$ cat src/rtl/wb_nchan_decoder.sv
`default_nettype none
// wb_nchan_decoder: Wishbone aperture split into NUM_CH windows, with a watchdog that terminates silent or unmapped accesses.
// Optional macro WB_TIMEOUT_LOG_EN adds timeout count/address logging. Rev 1.0
module wb_nchan_decoder #(
  parameter int                   NUM_CH               = 4,
  parameter int                   APERWIDTH            = 17,
  parameter int                   CH_ADR_BITS          = 12,
  parameter int                   DATAWIDTH            = 32,
  parameter logic [DATAWIDTH-1:0] DEFAULT_READ_VALUE   = 32'hBAD_FAB_AC,
  parameter int                   DEFAULT_CNTR_WIDTH   = 3,
  parameter int                   DEFAULT_CNTR_TIMEOUT = 7
) (
  input  logic                        WB_CLK,
  input  logic                        WB_RST_n,
  input  logic [APERWIDTH-1:0]        WBs_ADR,
  input  logic                        WBs_CYC,
  input  logic                        WBs_STB,
  input  logic                        WBs_WE,
  output logic [DATAWIDTH-1:0]        WBs_RD_DAT,
  output logic                        WBs_ACK,
  output logic [NUM_CH-1:0]           WBs_CYC_ch_o,
  input  logic [NUM_CH*DATAWIDTH-1:0] WBs_RD_DAT_ch_i,
  input  logic [NUM_CH-1:0]           WBs_ACK_ch_i,
  output logic                        Timeout_o
`ifdef WB_TIMEOUT_LOG_EN
  ,
  output logic [7:0]                  Timeout_Cnt_o,
  output logic [APERWIDTH-1:0]        Timeout_Adr_o
`endif
);

  localparam int IDXW = APERWIDTH - CH_ADR_BITS;
  localparam logic [DEFAULT_CNTR_WIDTH-1:0] TERM_CNT = DEFAULT_CNTR_WIDTH'(DEFAULT_CNTR_TIMEOUT);

  typedef enum logic [1:0] {
    IDLE   = 2'd0,
    ACTIVE = 2'd1,
    DONE   = 2'd2
  } state_t;

  state_t                        state, state_nxt;
  logic [IDXW-1:0]               idx, idx_nxt, adr_idx;
  logic [DEFAULT_CNTR_WIDTH-1:0] cnt, cnt_nxt;
  logic [NUM_CH-1:0]             cyc_ch_nxt, req_sel;
  logic [DATAWIDTH-1:0]          rd_dat_nxt, sel_dat;
  logic                          ack_nxt, timeout_nxt, sel_ack;
  logic                          unused_sig;

  assign adr_idx    = WBs_ADR[APERWIDTH-1:CH_ADR_BITS];
  assign unused_sig = ^{WBs_WE, WBs_ADR[CH_ADR_BITS-1:0]};

  // Out-of-range indices match no channel, so unmapped windows select nothing and never ack.
  always_comb begin
    req_sel = '0;
    sel_ack = 1'b0;
    sel_dat = '0;
    for (int i = 0; i < NUM_CH; i++) begin
      if (int'(adr_idx) == i) req_sel[i] = 1'b1;
      if (int'(idx) == i) begin
        sel_ack = WBs_ACK_ch_i[i];
        sel_dat = WBs_RD_DAT_ch_i[i*DATAWIDTH +: DATAWIDTH];
      end
    end
  end

  always_comb begin
    state_nxt   = state;
    idx_nxt     = idx;
    cnt_nxt     = cnt;
    cyc_ch_nxt  = WBs_CYC_ch_o;
    rd_dat_nxt  = WBs_RD_DAT;
    ack_nxt     = 1'b0;
    timeout_nxt = 1'b0;
    case (state)
      IDLE: begin
        if (WBs_CYC && WBs_STB) begin
          state_nxt  = ACTIVE;
          idx_nxt    = adr_idx;
          cnt_nxt    = '0;
          cyc_ch_nxt = req_sel;
        end
      end
      ACTIVE: begin
        cnt_nxt = cnt + 1'b1;
        if (!WBs_CYC) begin
          state_nxt  = IDLE;
          cyc_ch_nxt = '0;
        end else if (sel_ack) begin
          state_nxt  = DONE;
          cyc_ch_nxt = '0;
          rd_dat_nxt = sel_dat;
          ack_nxt    = 1'b1;
        end else if (cnt == TERM_CNT) begin
          state_nxt   = DONE;
          cyc_ch_nxt  = '0;
          rd_dat_nxt  = DEFAULT_READ_VALUE;
          ack_nxt     = 1'b1;
          timeout_nxt = 1'b1;
        end
      end
      DONE:    state_nxt = IDLE;
      default: state_nxt = IDLE;
    endcase
  end

  always_ff @(posedge WB_CLK or negedge WB_RST_n) begin
    if (!WB_RST_n) begin
      state        <= IDLE;
      idx          <= '0;
      cnt          <= '0;
      WBs_CYC_ch_o <= '0;
      WBs_RD_DAT   <= '0;
      WBs_ACK      <= 1'b0;
      Timeout_o    <= 1'b0;
    end else begin
      state        <= state_nxt;
      idx          <= idx_nxt;
      cnt          <= cnt_nxt;
      WBs_CYC_ch_o <= cyc_ch_nxt;
      WBs_RD_DAT   <= rd_dat_nxt;
      WBs_ACK      <= ack_nxt;
      Timeout_o    <= timeout_nxt;
    end
  end

`ifdef WB_TIMEOUT_LOG_EN
  always_ff @(posedge WB_CLK or negedge WB_RST_n) begin
    if (!WB_RST_n) begin
      Timeout_Cnt_o <= '0;
      Timeout_Adr_o <= '0;
    end else if (state == DONE && Timeout_o) begin
      if (Timeout_Cnt_o != 8'hFF) Timeout_Cnt_o <= Timeout_Cnt_o + 8'd1;
      Timeout_Adr_o <= WBs_ADR;
    end
  end
`else
  // Logging disabled: no extra state.
`endif

endmodule
`default_nettype wire

$ cat config.mk
export PLATFORM = sky130hd
export DESIGN_NAME = wb_nchan_decoder
export DESIGN_NICKNAME = d
export VERILOG_FILES = /design/src/rtl/wb_nchan_decoder.sv
export SDC_FILE = /design/constraint.sdc
export NUM_CORES = 1
export LEC_CHECK = 0
export BUFFER_PORTS_ARGS = -buffer_cell sky130_fd_sc_hd__clkbuf_2
export CAP_MARGIN = 20
export CORE_MARGIN = 8
export CORE_UTILIZATION = 29
export CTS_BUF_LIST = sky130_fd_sc_hd__clkbuf_4
export CTS_CLUSTER_SIZE = 40
export DETAILED_ROUTE_END_ITERATION = 10
export SETUP_SLACK_MARGIN = 0.05
export SYNTH_ARGS = -nofsm -noshare
export SYNTH_HDL_FRONTEND = slang
export SYNTH_SLANG_ARGS = --single-unit
$ cat constraint.sdc
create_clock -name WB_CLK -period 3.3 [get_ports WB_CLK]
set_input_delay 0.495 -clock WB_CLK [delete_from_list [all_inputs] [get_ports WB_CLK]]
set_output_delay 0.495 -clock WB_CLK [all_outputs]
set_load 0.05 [all_outputs]
; Word level (Yosys, flattened, before mapping)
; Index checks and enable logic that the tools add are counted.
; Widths: inputs -> output; s select.
[op_classes]
add_sub_neg = 1
n_eq_ne = 10
muxes = 33
reduce_logical = 11
[op_table]
columns = op, n
row1 = $mux 32, 6
row2 = $eq 5x3->1 const B, 4
row3 = $mux 4, 4
row4 = $mux 1, 15
row5 = $eq 5x2->1 const B, 2
row6 = $logic_not 5->1, 2
row7 = $mux 2, 4
row8 = $pmux 4 s2, 1
row9 = $pmux 3 s2, 1
row10 = $reduce_and 2->1, 3
row11 = $reduce_and 3->1, 2
row12 = $ne 4x4->1 const B, 1
row13 = $pmux 2 s2, 1
row14 = $reduce_bool 2->1, 2
row15 = $add 3x1->3 const B, 1
row16 = $eq 3x3->1 const B, 1
row17 = $mux 3, 1
row18 = $eq 2x1->1 const B, 1
row19 = $logic_not 2->1, 1
row20 = $ne 2x2->1 const B, 1
row21 = $logic_and 1x1->1, 1
[totals]
regBits = 48
inputBits = 154
out_inout_bits = 38
elab_cells = 62

; Logic depth before layout (Yosys ltp)
[logic_depth]
ltp_word = 8
ltp_mapped = 8
depth_no_buf = 6

; Least setup slack after synthesis
; No wires, ideal clock.
[synth_timing]
kind = register to register
from = register idx[4]
to = register WBs_CYC_ch_o[0]
setup_ps = 128
arrival_time_ps = 1920
required_time_ps = 3172
slack_ps = 1252
stages_incl_launch_ff = 7
path_buffers = 1
synth_period_minus_slack_ps = 2048
path_cell_list = dfrtp_1 -> or3_1 -> buf_2 -> o21bai_1 -> a22oi_2 -> o31a_1 -> mux2_1
[synth_between]
elab_chain_cells = 8
word_cells_on_any_way = 13
classes_between = eq/ne (4) / mux (7) / reduce/logical (2)
[synth_rtl]
columns = element, line_no
row1 = start: declaration, 42  ; logic [IDXW-1:0] idx, idx_nxt, adr_idx;
row2 = start signal: assignment, 117  ; idx <= idx_nxt;
row3 = $logic_not 5->1, 59  ; if (int'(idx) == i) begin
row4 = $mux 1 (3 in series), 59
row5 = $mux 1 *, 59
row6 = $mux 4, 88  ; end else if (sel_ack) begin
row7 = $mux 4, 85  ; if (!WBs_CYC) begin
row8 = $pmux 4 s2, 74  ; case (state)
row9 = end signal: assignment, 119  ; WBs_CYC_ch_o <= cyc_ch_nxt;
row10 = end: declaration, 21  ; output logic [NUM_CH-1:0] WBs_CYC_ch_o,
; Mark *: on every way between the ends. The rest lies on a longest branch, timed or not.
; A chain may end at the register's enable or synchronous reset.

; Worst setup path after layout
[layout_timing]
from = register idx[4]
to = register WBs_RD_DAT[18]
[layout_between]
elab_chain_cells = 7
word_cells_on_any_way = 15
classes_between = eq/ne (3) / mux (9) / reduce/logical (3)
[layout_rtl]
columns = element, line_no
row1 = $logic_not 5->1, 59
row2 = $mux 1 (4 in series), 59
row3 = $reduce_bool 2->1 (no source line), n/a
row4 = $reduce_and 3->1 (no source line), n/a
row5 = end signal: assignment, 120  ; WBs_RD_DAT <= rd_dat_nxt;
row6 = end: declaration, 19  ; output logic [DATAWIDTH-1:0] WBs_RD_DAT,
; Several ways; a longest one is shown, not always the timed one.

==> results.cfg <==
[timing]
worst_pin_slew_ns = 0.9829
fmax_mhz = 401.1
hold_viol_final = 0
timing.final.ws_setup_ns = 0.8068
max_slew_margin_pct = 34.47
period_share_pct = 75.55
timing.setup.tns_ns = 0
min_period_ns = 2.493
slew_viol_final = 0
rsz0062_at_grt = no
finalSetupViolations = 0
skew_ns = 0.01171

[final_layout]
nets = 623
final_area_mm2 = 0.003934
diodes = 0
area_growth_pct = 39.24
final_util_pct = 41.00
drive_above_1_share_pct = 45.73
finalNonFillerCells = 601

[worst_setup_path]
crit_path_max_fanout = 25
reg2regPathDepth = 8
worstSetupPathType = flip-flop to flip-flop
crit_start = idx[4]$_DFFE_PN0P_
regToRegStartpoint = idx[4]$_DFFE_PN0P_
worstPathArrival_ns = 2.79
cp.required_ns = 3.60
r2r-end = WBs_RD_DAT[18]$_DFFE_PN0P_
endpoint_kind = flip-flop
regToRegSetupSlack_ns = 0.81
worstSetupStartpointType = flip-flop

[routing]
drt_pass1_iterations = 4
routedWlPerCell_um = 17.00
viasPerCell = 4.922
drc = 0
drtIter0Drc = 128
postRouteAntennaNets = 0
via_count = 2958
wirelength_um = 10220

[clock_network]
cts_made_buffers = 5
clockBufferDepth = 2
postCtsSetupBuffers = 0
tritoncts = built
clk_latency_ns = 0.36
clock_sinks = 48
cts.repair.resized = 0
root_buffer = clkbuf_4
htreeDepth = 2
clkTransAtPathRegs_ns = 0.14
hold_buffers = 0

[placed_design]
io_buffer_count = 178
place_congestion = 0.8999
placed_area_mm2 = 0.003854
place_ws_ns = 0.8158
place_inst = 593
dpl.hpwl_um = 8155

[run]
drv_cap = 0

[power]
p_clk_share_pct = 12.0
leakagePower_nw = 1.995
peakVddDrop_mv = 0.2816
p_comb_share_pct = 56.3
switchingPower_mw = 1.408
p_sw_share_pct = 47.88
powerDensity_mw_per_mm2 = 747.4
power.internal_mw = 1.532
seq_power_share_pct = 31.7

[worst_hold_path]
hold_path_class = input port to asynchronous set/reset pin

[synth]
synth_area_per_cell_um2 = 9.449
synth_most_common_cell = dfrtp_1
synth_cells = 299
ys_top_cells_by_area = dfrtp_1, a2bb2oi_1, o22a_1, a21oi_1, nor2_1
yosys.area.top_type_share_pct = 42.52
synth_area_mm2 = 0.002825
synthArstFlopShare_pct = 100.0
ys_ff_latch = 48
yosysUniqueCellTypes = 40
yosysSeqAreaShare_pct = 42.52
synth_edf_count = 0
ys.warnings.count = 0
synth_top_flop_cell = dfrtp_1
synth_area_leader_cell = dfrtp_1
synth_nets = 455
ys_top_cells_by_count = dfrtp_1, a2bb2oi_1, nor2_1, a21oi_1, nand2_1

[global_routing]
grt_pass1_wl_um = 15840
grt_pass1_vias = 3136
track_usage_pct = 15.09
antenna_found_initial = 0
grt-ovfl-total = 0
grt_max_degree = 31

[floorplanning]
io_pins = 192
die_w_um = 114.7
die_h_um = 114.7
dieArea_mm2 = 0.01316
initial_core_util_pct = 29.45
row_count = 36
core_area_mm2 = 0.009594

[outcome]
status = complete, no violations
-- sequential cells by signal, summed over array words and instances, names as in the netlist --
| name | cells |
|---|---|
| WBs_ACK | 1 |
| idx | 5 |
| cnt | 3 |
| state | 2 |
| WBs_CYC_ch_o | 4 |
| Timeout_o | 1 |
| WBs_RD_DAT | 32 |
-- power by group through the flow --
stage,combinational (mW),clock (mW),sequential (mW)
3_5_place_dp,1.68,0,0.943
3_3_place_gp,1.66,0,0.936
6_report,1.66,0.352,0.932
2_1_floorplan,0.616,0,1.54
4_1_cts,1.68,0.374,0.932
5_1_grt,1.77,0.397,0.964
-- layout by cell type, fill, tap and decap left out, types with 2 or more instances in the layout --
master	count
clkbuf_2	178
dfrtp_1	48
a2bb2oi_1	35
nor2_1	28
a21oi_1	27
nand2_1	22
o22a_1	21
a22oi_1	14
o2bb2ai_1	11
buf_4	11
o21ai_1	8
o21ai_0	7
mux2_2	6
clkbuf_4	6
nor3_1	4
mux2_1	4
inv_1	3
nor2b_2	2
and3b_1	2
or3_1	2
nand2b_1	2
and2_1	2
and3_1	2
a22o_1	2
ha_1	2
-- worst max path at each step --
stage | end | cells past startpoint
CTS | WBs_RD_DAT[19]$_DFFE_PN0P_ | 8
finish | WBs_RD_DAT[18]$_DFFE_PN0P_ | 8
detailed placement | WBs_RD_DAT[20]$_DFFE_PN0P_ | 8
global route | WBs_RD_DAT[11]$_DFFE_PN0P_ | 8
floorplan | WBs_CYC_ch_o[0]$_DFFE_PN0P_ | 6
global placement | WBs_RD_DAT[13]$_DFFE_PN0P_ | 8
-- critical path, cell delays in order, from the launching register on --
cell and delay, ns:
dfrtp_1 0.45, or3_1 0.37, buf_4 0.23, o21bai_1 0.20, a22oi_2 0.35, o31ai_4 0.10
buf_4 0.20, inv_2 0.33, o22a_1 0.19
-- stage by stage --
step           power, mW  hold WS (ns)
2_1_floorplan      2.155        0.1994
3_3_place_gp       2.596        0.4717
3_5_place_dp       2.623        0.4731
4_1_cts            2.986        0.1034
5_1_grt            3.133        0.1114
6_report           2.940        0.1113
-- cell type report --
class,count,area (um2)
Multi-Input combinational cell,219,1498
Sequential cell,48,1201
Inverter,4,15.01
Tap cell,133,166.4
Clock inverter,2,35.03
Clock buffer,6,45.04
Fill cell,1018,5660
Timing Repair Buffer,189,973.4
-- logic make-up (layout without fill, tap and decap cells) --
group / count (synthesis) / after routing / synth area share [%]
AO/OA/AOI/OAI: 131 / 131 / 34.81
AND/OR/NAND/NOR: 76 / 76 / 12.93
flip-flops: 48 / 48 / 42.52
buffers and inverters: 32 / 201 / 4.871
multiplexers: 10 / 10 / 3.986
adder cells (fa/ha/maj): 2 / 2 / 0.8856
-- routing by layer --
metal / global-route usage, % / up-vias / share of wire (%)
met2: 26.93 / 125 / 49
met5: 0 / - / 0
li1: - / 1461 / -
met4: 2.802 / 0 / 1.0
met1: 17.40 / 1365 / 42
met3: 4.747 / 7 / 8.5
No activity file was read; power rests on OpenSTA's default activity.
